File: src/rtl/lead_field_gen.sv
// Builds a word whose leading-ones (or leading-zeros) count is exactly n.
// A log shifter advances one binary stage per clock under a start/done handshake.
module lead_field_gen #(
    parameter  int unsigned WIDTH = 32,
    localparam int unsigned CNT_W = $clog2(WIDTH) + 1
) (
    input  logic             i_clk,
    input  logic             i_rst,
    input  logic             i_start,
    input  logic [WIDTH-1:0] i_data,
    input  logic [CNT_W-1:0] i_count,
    input  logic             i_one_or_zero,
    output logic             o_busy,
    output logic             o_done,
    output logic [WIDTH-1:0] o_result
);

    localparam int unsigned K_W = $clog2(CNT_W);

    typedef enum logic [1:0] {
        S_IDLE = 2'd0,
        S_RUN  = 2'd1,
        S_FIX  = 2'd2,
        S_DONE = 2'd3
    } state_t;

    state_t           r_state;
    state_t           w_state_nxt;
    logic [CNT_W-1:0] r_n;
    logic             r_fill;
    logic [WIDTH-1:0] r_sh;
    logic [K_W-1:0]   r_k;
    logic [WIDTH-1:0] r_result;
    logic             r_busy;
    logic             r_done;

    logic             w_accept;
    logic             w_busy_nxt;
    logic             w_done_nxt;
    logic [CNT_W-1:0] w_n_sat;
    logic [CNT_W-1:0] w_shamt;
    logic [WIDTH-1:0] w_stage;
    logic [WIDTH-1:0] w_mark;
    logic [WIDTH-1:0] w_fixed;
    logic [WIDTH-1:0] w_final;

    assign w_accept = (r_state == S_IDLE) && i_start;
    assign w_n_sat  = (i_count > CNT_W'(WIDTH)) ? CNT_W'(WIDTH) : i_count;

    // Shift stage k: move sh right by 2^k, filling from the top with the fill bit.
    assign w_shamt = CNT_W'(1) << r_k;
    assign w_stage = WIDTH'({{WIDTH{r_fill}}, r_sh} >> w_shamt);

    // Terminator bit sits just below the leading field; vanishes when n == WIDTH.
    assign w_mark  = {1'b1, {(WIDTH-1){1'b0}}} >> r_n;
    assign w_fixed = r_fill ? (r_sh & ~w_mark) : (r_sh | w_mark);
    assign w_final = (r_n == CNT_W'(WIDTH)) ? {WIDTH{r_fill}} : w_fixed;

    always_ff @(posedge i_clk or posedge i_rst) begin
        if (i_rst) begin
            r_state <= S_IDLE;
        end else begin
            r_state <= w_state_nxt;
        end
    end

    always_comb begin
        w_state_nxt = r_state;
        unique case (r_state)
            S_IDLE: if (i_start) w_state_nxt = S_RUN;
            S_RUN:  if (r_k == '0) w_state_nxt = S_FIX;
            S_FIX:  w_state_nxt = S_DONE;
            S_DONE: w_state_nxt = S_IDLE;
            default: w_state_nxt = S_IDLE;
        endcase
    end

    always_comb begin
        w_busy_nxt = 1'b0;
        w_done_nxt = 1'b0;
        if (w_state_nxt != S_IDLE) w_busy_nxt = 1'b1;
        if (w_state_nxt == S_DONE) w_done_nxt = 1'b1;
    end

    always_ff @(posedge i_clk or posedge i_rst) begin
        if (i_rst) begin
            r_busy <= 1'b0;
            r_done <= 1'b0;
        end else begin
            r_busy <= w_busy_nxt;
            r_done <= w_done_nxt;
        end
    end

    always_ff @(posedge i_clk or posedge i_rst) begin
        if (i_rst) begin
            r_n      <= '0;
            r_fill   <= 1'b0;
            r_sh     <= '0;
            r_k      <= '0;
            r_result <= '0;
        end else begin
            if (w_accept) begin
                r_n    <= w_n_sat;
                r_fill <= i_one_or_zero;
                r_sh   <= i_data;
                r_k    <= K_W'(CNT_W - 1);
            end else if (r_state == S_RUN) begin
                if (r_n[r_k]) r_sh <= w_stage;
                if (r_k != '0) r_k <= K_W'(r_k - 1'b1);
            end else if (r_state == S_FIX) begin
                r_result <= w_final;
            end
        end
    end

    assign o_busy   = r_busy;
    assign o_done   = r_done;
    assign o_result = r_result;

endmodule

File: config.mk
export PLATFORM = sky130hd
export DESIGN_NAME = lead_field_gen
export DESIGN_NICKNAME = d
export VERILOG_FILES = /design/src/rtl/lead_field_gen.sv
export SDC_FILE = /design/constraint.sdc
export NUM_CORES = 1
export LEC_CHECK = 0
export BUFFER_PORTS_ARGS = -buffer_cell sky130_fd_sc_hd__buf_4
export CORE_MARGIN = 2
export CORE_UTILIZATION = 50
export CTS_BUF_LIST = sky130_fd_sc_hd__clkbuf_4
export DETAILED_ROUTE_END_ITERATION = 8
export GPL_TIMING_DRIVEN = 0
export PLACE_DENSITY = 0.7
export REMOVE_ABC_BUFFERS = 1
export SLEW_MARGIN = 5
export SYNTH_ARGS = -nofsm -noshare
export SYNTH_HDL_FRONTEND = slang
export SYNTH_SLANG_ARGS = --single-unit
export TNS_END_PERCENT = 50
File: constraint.sdc
create_clock -name i_clk -period 4.11 [get_ports i_clk]
set_clock_uncertainty 0.2 [all_clocks]
set_input_delay 0.822 -clock i_clk [delete_from_list [all_inputs] [get_ports i_clk]]
set_output_delay 0.822 -clock i_clk [all_outputs]
set_load 0.03 [all_outputs]
==> Yosys cells after proc, flatten, opt, wreduce, memory -nomap -nowiden <==
Cells that the tools add are included.
W data, S select, Z words.
{ "classes": {"muxes": 16, "n_eq_ne": 5, "addsub": 1, "shifts": 3, "order_cmp": 2, "reduce_logical": 11, "n_bitwise": 5} }
{ "ops": {"columns": ["operator", "count"], "rows": [
  ["$mux W32", 5],
  ["$shr A64 B6 Y32", 1],
  ["$and A32 B32 Y32", 1],
  ["$not A32 Y32", 1],
  ["$or A32 B32 Y32", 1],
  ["$shr A32 B6 Y32 const A", 1],
  ["$mux W3", 3],
  ["$pmux W2 S4", 1],
  ["$reduce_bool A2 Y1", 4],
  ["$eq A2 B2 Y1 const B", 3],
  ["$eq A6 B6 Y1 const B", 1],
  ["$gt A6 B6 Y1 const B", 1],
  ["$mux W6", 1],
  ["$shl A1 B3 Y6 const A", 1],
  ["$lt A3 B4 Y1 const B", 1],
  ["$mux W2", 2],
  ["$reduce_and A2 Y1", 2],
  ["$bmux W1 S3", 1],
  ["$logic_not A3 Y1", 1],
  ["$mux W1", 3],
  ["$reduce_and A3 Y1", 1],
  ["$reduce_bool A3 Y1", 1],
  ["$sub A3 B1 Y3 const B", 1],
  ["$eq A2 B1 Y1 const B", 1],
  ["other kinds (3)", 4]
]} }
{ "word_totals": {"ff_bits": 78, "out_inout_bits": 34, "inputBits": 42, "wordCells": 51} }

==> Depth between registers and ports, before layout <==
Gate-level depths: netlist (run 1).
{ "depth": {"ltp_word": 5, "mapped_depth": 11, "depth_no_buf": 8} }

==> Least setup slack after synthesis (run 1) <==
Ideal clock, no wire load.
{ "synth_timing": {"kind": "reg-to-reg", "start": "register r_k[0]", "end": "register r_sh[24]", "setup_time_ns": 0.125, "n_path_buf": 2, "period_less_slack_ns": 2.570, "setup_slack_ns": 1.540, "arrival_time_ns": 2.246, "required_time_ns": 3.785, "path_stages_with_launch": 10, "cell_sequence": "dfrtp_1 -> inv_1 -> ha_1 -> nor2b_2 -> buf_6 -> buf_12 -> mux4_2 -> mux2i_1 -> a31oi_1 -> mux2_2"} }
{ "synth_between": {"elab_chain_len": 5, "word_cells_on_any_way": 9, "classes_between": "shift (2); mux (5); reduce/logical (2)"} }
{ "synth_lines": {"columns": ["element", "line", "source"], "rows": [
  ["start, declared", "32", "logic [K_W-1:0] r_k;"],
  ["start signal, assigned", "107", "r_k <= K_W'(CNT_W - 1);"],
  ["start signal, assigned", "110", "if (r_k != '0) r_k <= K_W'(r_k - 1'b1);"],
  ["$shl A1 B3 Y6", "51", "assign w_shamt = CNT_W'(1) << r_k;"],
  ["$shr A64 B6 Y32", "52", "assign w_stage = WIDTH'({{WIDTH{r_fill}}, r_sh} >> w_shamt);"],
  ["$mux W32", "109", "if (r_n[r_k]) r_sh <= w_stage;"],
  ["$mux W32", "108", "end else if (r_state == S_RUN) begin"],
  ["$mux W32", "103", "if (w_accept) begin"],
  ["end signal, assigned", "106", "r_sh <= i_data;"],
  ["end signal, assigned", "109", null],
  ["end, declared", "31", "logic [WIDTH-1:0] r_sh;"]
]} }
Parallel ways exist; a longest one is shown, timed or not. The select of a mux whose other input is x is not followed.
A chain may end at the register's enable or synchronous reset.

==> Final worst setup path (run 1) <==
{ "layout_timing": {"start": "register r_k[0]", "end": "register r_sh[6]"} }
Same word-level chain as after synthesis.

==> impl_metrics.tcl, run 1 <==
set metrics [dict create \
    cts_setup_buffers 0 \
    pin_count 76 \
    worst_slack_ns 0.270 \
    io_buffers 75 \
    maxCapViolCount 0 \
    numClockSinks 78 \
    insertedDiodeCount 0 \
    synth_cells 794 \
    total_power_w 0.00724 \
    end_kind "flop" \
    wirelength_microns 22800 \
    status "completed" \
    crit_fanout 34 \
    clk_pin_slew_ns 0.14 \
    powerDensity_mw_per_mm2 1010 \
    final_util 0.565 \
    fin_crit_sh 0.934 \
    via_count 6636 \
    synth-seq-cells 78 \
    clk_latency_ns 0.50 \
    yosysMostFrequentCell "nand2_1" \
    avgSynthCellArea_sq_um 8.15 \
    top_usage_layer "met2" \
    rsz0062_at_grt "no" \
    drt_iter0_drc 744 \
    yosys.area.top_type "dfrtp_1" \
    wl_per_cell_microns 23.3 \
    ir_worst_vdd_uv 474 \
    yosysSeqAreaShare 0.302 \
    period_minus_slack_ns 3.84 \
    nets 848 \
    vias_per_cell 6.79 \
    drv_slew 0 \
    critPathArrivalTime_ns 4.02 \
    htreeDepth 3 \
    ys_async_sr_fraction 1.00 \
    yosysWarnings 0 \
    synth_top_area_share 0.302 \
    antenna_left 0 \
    rows 41 \
    grtUsageMet3 0.0494 \
    dp_hpwl_microns 15900 \
    drive_above_1_share 0.181 \
    drc_errors 0 \
    grt_start_max_net_pins 60 \
    die_x_microns 118 \
    netlist_area_sq_mm 0.00647 \
    met1_usage 0.460 \
    required_ns 4.29 \
    die_area_sq_mm 0.0139 \
    worstMarginPinSlew_ns 1.17 \
    fin_cells 978 \
    synth.area.top_cells "dfrtp_1 (30%), nand2_1 (6.7%), a21oi_1 (5.6%)" \
    fmax_ghz 0.260 \
    worstSetupStartpointType "flop" \
    cp_cell_sequence "inv_1, ha_2, nor2b_2, mux4_2, mux2i_1, nand2_1, a21oi_1, nor3_1" \
    drt-pass1-iter-count 5 \
    synth_edf_count 0 \
    yosys_most_used_dff "dfrtp_1" \
    grt_first_pass_wirelength_microns 35700 \
    crit_family "simple AND/OR/NAND/NOR gates" \
    cts_tree "done" \
    crit_buf_inv 1 \
    grt_use_met2 0.493 \
    netlist_top_cells_count "nand2_1 (116), dfrtp_1 (78), a21oi_1 (73), o21ai_0 (48)" \
    antenna_found_initial 0 \
    root_buffer "clkbuf_4" \
    placed_cells 962 \
    hold_viol_final 0 \
    pre_cts_slack_ns -0.382 \
    cts_hold_buffers 0 \
    syn2layout_area_growth_pct 10.2 \
    grt.overflow.total 0 \
    max_slew_margin 0.217 \
    cpPeakStageDelay_ns 0.81 \
    grt_usage 0.329 \
    worst-setup-path-type "flop to flop" \
    ys_types 82 \
    post_cts_resize_count 2 \
    start_util 0.513 \
    die_h_microns 118 \
    cp_slowest_cell "nor2b_2" \
    setup_viol 0 \
    hp-class "primary input to async pin" \
    gp_congestion 0.981 \
    core_sq_mm 0.0126 \
    clockBufferDepth 2 \
    grt_pass1_vias 6100 \
    cts_buffers 9 \
    setup_tns_ns 0 \
    power_leakage_nw 2.88 \
]
-- cells in the final DEF (no fill, tap or decap), types with 20 or more instances in the layout --
| cell | n |
|---|---|
| nand2_1 | 116 |
| dfrtp_1 | 77 |
| buf_4 | 75 |
| a21oi_1 | 73 |
| o21ai_0 | 48 |
| nor2_1 | 44 |
| mux2i_1 | 32 |
| o31ai_1 | 23 |
| o21ai_1 | 20 |
| a31oi_1 | 20 |
-- area by class of cell --
cell class | count | area (sq um)
Clock buffer | 10 | 75.1
Clock inverter | 6 | 86.3
Fill cell | 1201 | 5490
Inverter | 16 | 62.6
Multi-Input combinational cell | 616 | 4070
Sequential cell | 78 | 1950
Tap cell | 172 | 215
Timing Repair Buffer | 80 | 673
-- through the flow --
step / instance area, sq um / hold slack [ns]
CTS: 7130 / 0.145
floorplan: 6050 / 0.295
global placement: 6830 / 0.264
detailed placement: 6960 / 0.266
finish: 7130 / 0.130
global route: 7130 / 0.148
-- logic make-up (layout without fill, tap and decap cells) --
kind of cell	after synthesis	count (layout)	synth area share
AOI/OAI and AO/OA	298	298	0.304
and+or+nand+nor	253	253	0.183
buffers and inverters	100	112	0.0746
xor gates and xnor gates	3	3	0.00406
muxes	56	56	0.122
DFF	78	78	0.302
adders and majority gates	6	6	0.0112
-- per-layer routing --
metal | vias to the layer above | share of wire | wire length [microns]
met1 | 3147 | 0.41 | 9370
met3 | 79 | 0.093 | 2110
li1 | 2982 | - | -
met2 | 428 | 0.45 | 10300
met5 | - | 0 | 0
met4 | 0 | 0.043 | 979
-- registers in the layout (all words and copies together) (netlist names) --
signal,cells
o_busy,1
o_done,1
o_result,32
r_fill,1
r_k,3
r_n,6
r_sh,32
r_state,2
-- where the power goes --
| group | switching, W | internal [W] |
|---|---|---|
| Combinational | 0.00287 | 0.00185 |
| Sequential | 0.000809 | 0.00113 |
| Clock | 0.000316 | 0.000253 |
-- worst paths after layout --
kind / start / end / depth (start not counted) / slack (ns)
setup / recovery: r_k[0] / r_sh[6] / 8 / 0.27
hold / removal: i_rst / r_n[4] / 2 / 0.13
setup reg to reg: r_k[0] / r_sh[6] / 8 / 0.27
hold reg to reg: o_result[10] / o_result[10] / 2 / 0.29
max in group asynchronous: i_rst / o_result[18] / 3 / 2.98
min in group i_clk: o_result[10] / o_result[10] / 2 / 0.29
(Power assumes the default switching activity.)
==> run 2, diff against run 1 <==
Settings changed: CTS_BUF_LIST sky130_fd_sc_hd__clkbuf_4 to sky130_fd_sc_hd__clkbuf_8, SETUP_SLACK_MARGIN from default to 0.5.
==> run 2 against run 1 <==
Against the previous run: die area unchanged; flip-flop and latch count unchanged; cell count is 0.31% higher; non-clock buffer count grew 3; via count about the same; count of clock-buffer cells in the layout is the same; fmax is 9.6% higher; register-to-register slack better by 0.33 ns; core utilization up 1.2 points; combinational power rose by 2%; largest cell class unchanged; highest routed layer unchanged.
==> impl_metrics.tcl, run 2 (synthesis results as in run 1) <==
set metrics [dict create \
    status "completed" \
    grt_start_max_net_pins 60 \
    pin_count 76 \
    end_kind "flop" \
    rsz0062_at_grt "no" \
    syn2layout_area_growth_pct 12.6 \
    ir_worst_vdd_uv 479 \
    antenna_found_initial 0 \
    worstSetupStartpointType "flop" \
    fin_crit_sh 0.853 \
    nets 851 \
    cts_buffers 9 \
    start_util 0.513 \
    powerDensity_mw_per_mm2 1020 \
    grt_usage 0.328 \
    via_count 6631 \
    htreeDepth 3 \
    insertedDiodeCount 0 \
    p_comb_frac 0.646 \
    dp_hpwl_microns 15900 \
    vias_per_cell 6.76 \
    die_h_microns 118 \
    worst-setup-path-type "flop to flop" \
    placed_cells 962 \
    antenna_left 0 \
    cts_tree "done" \
    core_sq_mm 0.0126 \
    grt_pass1_vias 6097 \
    maxCapViolCount 0 \
    max_slew_margin 0.247 \
    root_buffer "clkbuf_8" \
    period_minus_slack_ns 3.50 \
    drive_above_1_share 0.188 \
    switchingPower_w 0.00404 \
    fmax_ghz 0.285 \
    gp_congestion 0.981 \
    final_util 0.577 \
    clk_latency_ns 0.37 \
    fin_cells 981 \
    clockBufferDepth 2 \
    drt_iter0_drc 765 \
    drc_errors 0 \
    die_area_sq_mm 0.0139 \
    cp_cell_sequence "inv_1, ha_4, buf_12, or4b_1, a2bb2oi_1, o221ai_1, o22ai_1, a211oi_1, o22ai_1" \
    required_ns 4.15 \
    power_leakage_nw 2.93 \
    cp_slowest_cell "or4b_1" \
    clkPwrFrac 0.091 \
    wl_per_cell_microns 23.2 \
    seqPwrFrac 0.263 \
    wirelength_microns 22800 \
    worstMarginPinSlew_ns 1.13 \
    clk_pin_slew_ns 0.09 \
    hp-class "primary input to async pin" \
    cpPeakStageDelay_ns 0.64 \
    layout_common_cells "nand2_1 (116), dfrtp_1 (77), buf_4 (76)" \
    setup_viol 0 \
    final_common_cell "nand2_1" \
    crit_top_cell "o22ai_1" \
    io_buffers 75 \
    sw_frac_of_total 0.543 \
    crit_fanout 40 \
    rows 41 \
    grt_first_pass_wirelength_microns 35800 \
    hold_viol_final 0 \
    die_x_microns 118 \
    critPathArrivalTime_ns 3.54 \
    drv_slew 0 \
    internal-power_w 0.00340 \
    drt-pass1-iter-count 5 \
    cts_hold_buffers 0 \
    numClockSinks 78 \
    grt.overflow.total 0 \
]
## run 2: power by group through the flow
stage               sequential (W)  combinational [W]  clock (W)
floorplan                  0.00186            0.00305          0
global placement           0.00189            0.00453          0
detailed placement         0.00190            0.00462          0
CTS                        0.00190            0.00468   0.000687
global route               0.00199            0.00516   0.000724
finish                     0.00195            0.00480   0.000679
## run 2: final cells by class
type                       instances  area, sq um
fill                            1187         5330
multi-input combinational        616         4110
sequential                        78         1950
timing repair buffer              83          721
tap                              172          215
clock buffer                      10          138
clock inverter                     6         86.3
inverter                          16         62.6
## run 2: worst paths after layout
check | to | slack [ns] | from | depth (start not counted)
max in group asynchronous | r_sh[12] | 2.85 | i_rst | 3
worst max-delay path | r_sh[13] | 0.61 | r_k[0] | 9
worst max register to register | r_sh[13] | 0.61 | r_k[0] | 9
min in group i_clk | o_result[10] | 0.28 | o_result[10] | 2
worst min register to register | o_result[10] | 0.28 | o_result[10] | 2
worst min-delay path | r_n[4] | 0.27 | i_rst | 2
## run 2: timing repair
| action | CTS | global route |
|---|---|---|
| endpoints found under the hold margin | 0 | 0 |
| buffers inserted | 3 | 0 |
| gates resized for setup | 6 | 4 |
| setup endpoints to repair | 29 | 22 |
## run 2: per-stage QoR
stage          total power [W]  area (sq um)  hold WS, ns  setup WS (ns)  TNS (ns)
3_3_place_gp           0.00641          6830        0.264          -1.52    -33.46
4_1_cts                0.00726          7250        0.278          0.629         0
6_report               0.00744          7290        0.267          0.605         0
2_1_floorplan          0.00492          6050        0.295         -0.260     -2.39
3_5_place_dp           0.00653          6960        0.266         -0.382     -2.38
5_1_grt                0.00787          7290        0.292          0.549         0
## run 2: metal layers
metal,track usage,wire length [microns],vias up
met4,0.143,846,0
met5,0,0,-
met3,0.0484,2010,66
li1,-,-,2986
met2,0.497,10500,407
met1,0.466,9450,3172
## run 2: worst max-delay path: cells and delay by family (launching register included)
kind / cells / cell delay (ns)
AOI/OAI and AO/OA: 5 / 1.13
adders and majority gates: 1 / 0.35
buffers and inverters: 2 / 0.53
DFF: 1 / 0.49
and+or+nand+nor: 1 / 0.64
